--- src/rtl/fetch_stage.sv ---
// -----------------------------------------------------------------------------
// fetch_stage
//
// Instruction-fetch stage of a 5-stage RV32I pipeline. Owns the program
// counter and the IF/ID pipeline register. Instruction memory is an external
// combinational ROM: imem_addr goes out and imem_rdata comes back in the same
// cycle.
//
// Update priority on each rising edge:
//   rst > branch_taken (redirect + bubble) > stall (hold) > normal advance
//
// Ports:
//   clk            clock, all state updates on the rising edge
//   rst            synchronous, active-high reset
//   stall          load-use stall from the hazard unit; holds PC and IF/ID
//   branch_taken   EX resolved a taken branch/jump; redirect and flush IF/ID
//   branch_target  redirect address from EX (low two bits ignored)
//   imem_addr      instruction-memory address (= current PC)
//   imem_rdata     instruction at imem_addr, same cycle
//   IF_ID_pc       PC of the instruction held in IF/ID
//   IF_ID_pc4      IF_ID_pc + 4
//   IF_ID_inst     instruction held in IF/ID
//   IF_ID_valid    1 = real instruction, 0 = bubble
//   IF_ID_rs1      IF_ID_inst[19:15], to hazard unit
//   IF_ID_rs2      IF_ID_inst[24:20], to hazard unit
//
// Optional feature (macro FETCH_PERF_CNT_EN):
//   perf_stall_cycles  edges with stall=1 and branch_taken=0 (saturating)
//   perf_flush_count   edges with branch_taken=1 (saturating)
// -----------------------------------------------------------------------------
module fetch_stage #(
    parameter int unsigned       XLEN       = 32,
    parameter logic [XLEN-1:0]   RESET_PC   = 32'h0000_0000,
    parameter logic [XLEN-1:0]   NOP_INST   = 32'h0000_0013,
    parameter int unsigned       REG_ADDR_W = 5
) (
    input  logic                  clk,
    input  logic                  rst,
    input  logic                  stall,
    input  logic                  branch_taken,
    input  logic [XLEN-1:0]       branch_target,
    output logic [XLEN-1:0]       imem_addr,
    input  logic [XLEN-1:0]       imem_rdata,
    output logic [XLEN-1:0]       IF_ID_pc,
    output logic [XLEN-1:0]       IF_ID_pc4,
    output logic [XLEN-1:0]       IF_ID_inst,
    output logic                  IF_ID_valid,
    output logic [REG_ADDR_W-1:0] IF_ID_rs1,
    output logic [REG_ADDR_W-1:0] IF_ID_rs2
`ifdef FETCH_PERF_CNT_EN
    ,
    output logic [31:0]           perf_stall_cycles,
    output logic [31:0]           perf_flush_count
`endif
);

    logic [XLEN-1:0] pc;
    logic [XLEN-1:0] pc_plus4;
    logic [XLEN-1:0] redirect_pc;

    // Wraps modulo 2^XLEN; no overflow flag is produced.
    assign pc_plus4    = pc + XLEN'(4);
    // Targets are word-aligned by dropping the low two bits; no misalign trap.
    assign redirect_pc = {branch_target[XLEN-1:2], 2'b00};

    assign imem_addr = pc;

    // Hazard-unit fields are slices of the registered instruction, so a
    // stalled IF/ID keeps presenting the same rs1/rs2.
    assign IF_ID_rs1 = IF_ID_inst[15 +: REG_ADDR_W];
    assign IF_ID_rs2 = IF_ID_inst[20 +: REG_ADDR_W];

    // NOTE: state is written with non-blocking assignments so every register
    // samples the pre-edge values of the others; blocking here would let pc's
    // new value leak into IF_ID_pc within the same edge.
    always_ff @(posedge clk) begin
        if (rst) begin
            pc          <= RESET_PC;
            IF_ID_pc    <= '0;
            IF_ID_pc4   <= '0;
            IF_ID_inst  <= NOP_INST;
            IF_ID_valid <= 1'b0;
        end else if (branch_taken) begin
            // Flush: the wrong-path instruction becomes a bubble. IF_ID_pc and
            // IF_ID_pc4 keep their old values since nothing consumes them
            // while valid=0.
            pc          <= redirect_pc;
            IF_ID_inst  <= NOP_INST;
            IF_ID_valid <= 1'b0;
        end else if (!stall) begin
            pc          <= pc_plus4;
            IF_ID_pc    <= pc;
            IF_ID_pc4   <= pc_plus4;
            IF_ID_inst  <= imem_rdata;
            IF_ID_valid <= 1'b1;
        end
        // stall=1, branch_taken=0: every register holds.
    end

`ifdef FETCH_PERF_CNT_EN
    always_ff @(posedge clk) begin
        if (rst) begin
            perf_stall_cycles <= '0;
            perf_flush_count  <= '0;
        end else begin
            // Counters saturate at all-ones rather than wrapping.
            if (branch_taken) begin
                if (perf_flush_count != '1) begin
                    perf_flush_count <= perf_flush_count + 32'd1;
                end
            end else if (stall) begin
                if (perf_stall_cycles != '1) begin
                    perf_stall_cycles <= perf_stall_cycles + 32'd1;
                end
            end
        end
    end
`endif

endmodule

--- config.mk ---
export PLATFORM = sky130hd
export DESIGN_NAME = fetch_stage
export DESIGN_NICKNAME = d
export VERILOG_FILES = /design/src/rtl/fetch_stage.sv
export SDC_FILE = /design/constraint.sdc
export NUM_CORES = 1
export LEC_CHECK = 0
export BUFFER_PORTS_ARGS = -buffer_cell sky130_fd_sc_hd__buf_4
export CAP_MARGIN = 20
export CORE_ASPECT_RATIO = 1.2
export CORE_MARGIN = 5
export CORE_UTILIZATION = 30
export DETAILED_ROUTE_END_ITERATION = 10
export GPL_ROUTABILITY_DRIVEN = 0
export PLACE_DENSITY = 0.61
export RECOVER_POWER = 100
export SYNTH_ARGS = -nofsm -noshare
export SYNTH_HDL_FRONTEND = slang
export SYNTH_SLANG_ARGS = --single-unit
--- constraint.sdc ---
create_clock -name clk -period 2.4 [get_ports clk]
set_input_delay 0.24 -clock clk [delete_from_list [all_inputs] [get_ports clk]]
set_output_delay 0.24 -clock clk [all_outputs]
set_load 0.03 [all_outputs]
# Word-level counts from Yosys, hierarchy flattened
# Index checks and enable logic that the tools add are counted.
dict set report op_classes {
  n_addsub 1
  eq_ne 1
  muxes 2
  bitwise 2
  reduce_logical 2
}
# operator n
set op_table {}
lappend op_table {{$mux W32} 2}
lappend op_table {{$add A32 B3 Y32 const B} 1}
lappend op_table {{$ne A2 B1 Y1 const B} 1}
lappend op_table {{$not A1 Y1} 2}
lappend op_table {{$reduce_and A2 Y1} 1}
lappend op_table {{$reduce_or A2 Y1} 1}
dict set report totals {
  regBits 129
  word_cells 14
}

# Logic depth before layout (Yosys ltp)
dict set report depth {
  ltp_word 3
  depth_mapped 6
}

# Least setup slack after synthesis
# No wires, ideal clock.
dict set report synth_timing {
  path_type {reg-to-reg}
  start {reg pc[2], in the netlist imem_addr[2]}
  end {reg IF_ID_pc4[30]}
  t_arrival_ps 2345
  required_time_ps 2309
  setup_slack_ps -36
  path_stages_with_launch 7
  synth_period_minus_slack_ps 2436
  cell_sequence {dfxtp_1 > ha_1 > nand3_1 > or4_1 > buf_2 > or4_1 > a311oi_1}
}
dict set report synth_between {
  elab_chain_len 1
}
# item line
set synth_rtl {}
lappend synth_rtl {{from (decl)} 57} ;# logic [XLEN-1:0] pc;
lappend synth_rtl {{from (signal assigned)} 87} ;# pc <= redirect_pc;
lappend synth_rtl {{from (signal assigned)} 91} ;# pc <= pc_plus4;
lappend synth_rtl {{$add A32 B3 Y32} 62} ;# assign pc_plus4 = pc + XLEN'(4);
lappend synth_rtl {{to (signal assigned)} 93} ;# IF_ID_pc4 <= pc_plus4;
lappend synth_rtl {{to (decl)} 45} ;# output logic [XLEN-1:0] IF_ID_pc4,
# No other way between the ends.
# A chain may end at the register's enable or synchronous reset.

# Final worst setup path
dict set report layout_timing {
  start {reg pc[3], in the netlist imem_addr[3]}
  end {reg IF_ID_pc4[26]}
}
# Same word-level chain as after synthesis.

==> impl_metrics.env <==
export IMPL_htree_num_levels=4
export IMPL_final_common_cell="clkbuf_1"
export IMPL_antenna_found_initial=0
export IMPL_floorplan_initialDensity_pct=30.4
export IMPL_drt_total_wl_um=17900
export IMPL_hold_viol=0
export IMPL_synth_area_um2=5520
export IMPL_fillCellCount=1941
export IMPL_clk_latency_ns=0.42
export IMPL_hold_depth=3
export IMPL_portBuffers=198
export IMPL_yosys_top_cells_area="dfxtp_1 (45%), nor2_1 (6.1%), mux2i_1 (6.0%)"
export IMPL_drive_above_1_share_pct=16.8
export IMPL_vias_per_cell=4.96
export IMPL_final_util_pct=40.4
export IMPL_async_reset_ff_share_pct=0
export IMPL_post_cts_resized=0
export IMPL_crit_type="flip-flop to flip-flop"
export IMPL_ys_seq_area_share_pct=44.6
export IMPL_syn_avg_cell_area_um2=8.44
export IMPL_setup_violations=0
export IMPL_cts_buffer_depth=2
export IMPL_yosysWarnings=0
export IMPL_core_area_um2=18200
export IMPL_cts_tree="built"
export IMPL_drcViolationCount=0
export IMPL_leakagePower_nw=2.69
export IMPL_routedWlPerCell_um=16.6
export IMPL_rsz0062_at_grt="false"
export IMPL_cp_cell_sequence="ha_1 > nand3_1 > or4_1 > or4_1 > a311oi_1"
export IMPL_num_nets_final=914
export IMPL_sequentialPowerShare_pct=40.0
export IMPL_area_delta_synth_final_pct=33.1
export IMPL_slew_limit_headroom_pct=-13.7
export IMPL_place_hpwl_um=13000
export IMPL_max_stage_delay_ns=0.73
export IMPL_grt_max_degree=56
export IMPL_synth_seq_cells=123
export IMPL_cts_root_buf="clkbuf_16"
export IMPL_ir_drop_uv=418
export IMPL_fin_skew_ns=0.00826
export IMPL_p_int_w=0.00403
export IMPL_cp_arrival_ns=2.54
export IMPL_r2r_setup_slack_ns=0.18
export IMPL_die_area_um2=21200
export IMPL_via_count=5360
export IMPL_synthFlopType="dfxtp_1"
export IMPL_ios=207
export IMPL_yosysTopAreaCell="dfxtp_1"
export IMPL_grt_first_pass_wirelength_um=28700
export IMPL_post_cts_buffers=0
export IMPL_cts_sinks=123
export IMPL_tns_ns=0
export IMPL_fmax_mhz=451
export IMPL_period_needed_ns=2.22
export IMPL_status="complete, but fails checks"
export IMPL_grt_usage_pct=17.2
export IMPL_drt_iter0_drc=276
export IMPL_synth_cell_types=38
export IMPL_violations="capacitance limit, slew limit"
export IMPL_power_frac_comb_pct=14.6
export IMPL_instances_no_fill=1080
export IMPL_die_y_um=159
export IMPL_gr_total_overflow=0
export IMPL_r2r_cells=5
export IMPL_swShare_pct=27.3
export IMPL_postRouteAntennaNets=0
export IMPL_first_global_vias=5259
export IMPL_hold_path_class="primary input to flip-flop"
export IMPL_finalCritPeriodShare_pct=92.3
export IMPL_clk_pin_slew_worst_paths_ns=0.06
export IMPL_layout_common_cells="clkbuf_1 (141), dfxtp_1 (122), buf_4 (104)"
export IMPL_start_kind="flip-flop"
export IMPL_drv_cap=2
export IMPL_cp_common_cell="or4_1"
export IMPL_crit_path_end_kind="flip-flop"
export IMPL_ctsHoldBuffers=0
export IMPL_first_pass_iters=4
export IMPL_worst_pin_slew_ns=1.71
export IMPL_path_max_fanout=8
export IMPL_rows=54
export IMPL_die_w_um=134
export IMPL_cts_buffers=17
export IMPL_synth_top_area_share_pct=44.6
export IMPL_cp_slowest_cell="or4_1"
export IMPL_antenna_diode_count=0
export IMPL_clkPwrFrac_pct=45.4
export IMPL_placed_cells=1050
export IMPL_synthCells=654
export IMPL_worstPathRequired_ns=2.72
export IMPL_drv_slew=71
export IMPL_powerDensity_nw_per_um2=755
export IMPL_synth_edf_count=0
export IMPL_switchingPower_w=0.00151
[routing by layer]
metal	up-vias	track usage (%)	wire, um	share of wire, %
met5	-	0	0	0
met4	0	7.45	392	2.2
met3	29	6.54	1430	8.0
met2	173	27.7	8750	49
met1	2473	20.5	7370	41
li1	2685	-	-	-
[state kept, by name, indices dropped and copies added (netlist names)]
name and count:
IF_ID_inst 32, IF_ID_pc 30, IF_ID_pc4 30, IF_ID_valid 1
imem_addr 30
[worst paths after layout]
path,start,end
max reg2reg,imem_addr[3]$_SDFFE_PP0P_,IF_ID_pc4[26]$_SDFFE_PP0P_
min,imem_rdata[4],IF_ID_inst[4]$_SDFFE_PP1N_
max,imem_addr[3]$_SDFFE_PP0P_,IF_ID_pc4[26]$_SDFFE_PP0P_
min reg2reg,IF_ID_pc[15]$_SDFFE_PP0P_,IF_ID_pc[15]$_SDFFE_PP0P_
[area by class of cell]
cell class                 count  area [um2]  area share [%]
clock buffer                  22         484            6.59
clock inverter                 8        92.6            1.26
inverter                       9        33.8           0.460
multi-input combinational    446        2650            36.1
sequential                   123        2460            33.5
tap                          224         280            3.81
timing repair buffer         248        1340            18.3
[power groups by stage]
stage	Clock (W)	Sequential (W)	Combinational [W]
floorplan	0	0.00245	0.000344
global route	0.00271	0.00224	0.000882
global placement	0	0.00226	0.000906
detailed placement	0	0.00227	0.000911
CTS	0.00259	0.00222	0.000914
finish	0.00252	0.00222	0.000809
[logic make-up (layout without fill, tap and decap cells)]
kind of cell | Yosys count | in the layout | share of synthesized area [%]
adder cells (fa/ha/maj) | 1 | 1 | 0.227
flip-flops | 123 | 123 | 44.6
AO/OA/AOI/OAI | 129 | 129 | 15.8
multiplexers | 33 | 33 | 5.98
other | 1 | 6 | 0.0679
XOR/XNOR | 21 | 21 | 3.33
buffers and inverters | 90 | 287 | 7.68
AND/OR/NAND/NOR | 256 | 256 | 22.3
[cells in the mapped netlist (4+ instances only)]
cell / number
dfxtp_1: 123
or3_1: 19
or4_1: 19
clkbuf_1: 41
nor2_1: 90
inv_1: 9
nor4_1: 11
clkbuf_2: 6
nand3_1: 8
a311oi_1: 28
nand4_1: 8
mux2i_1: 33
and4_1: 4
a21oi_1: 40
xor2_1: 6
o31ai_1: 15
xnor2_1: 15
or2_2: 5
buf_2: 12
a211oi_1: 23
nor3_1: 7
nand2_1: 77
buf_1: 5
buf_4: 17
o21ai_0: 16
[metrics by stage]
stage / worst slack [ns] / total power [W] / cell area (um2) / hold slack (ns)
after floorplan: 0.0709 / 0.00280 / 5540 / 0.365
after global placement: 0.209 / 0.00317 / 7330 / 0.438
after detailed placement: 0.185 / 0.00318 / 7330 / 0.447
after CTS: 0.172 / 0.00573 / 7900 / 0.0157
after global routing: 0.00537 / 0.00583 / 7350 / 0.0207
final: 0.184 / 0.00554 / 7350 / 0.0355
[critical path: cells and delay by family (launching register included)]
| kind | cells | cell delay (ns) |
|---|---|---|
| and+or+nand+nor | 3 | 1.38 |
| DFF | 1 | 0.33 |
| AOI/OAI and AO/OA | 1 | 0.25 |
| adders and majority gates | 1 | 0.17 |
Note: power is estimated with default switching activity, not from simulation.
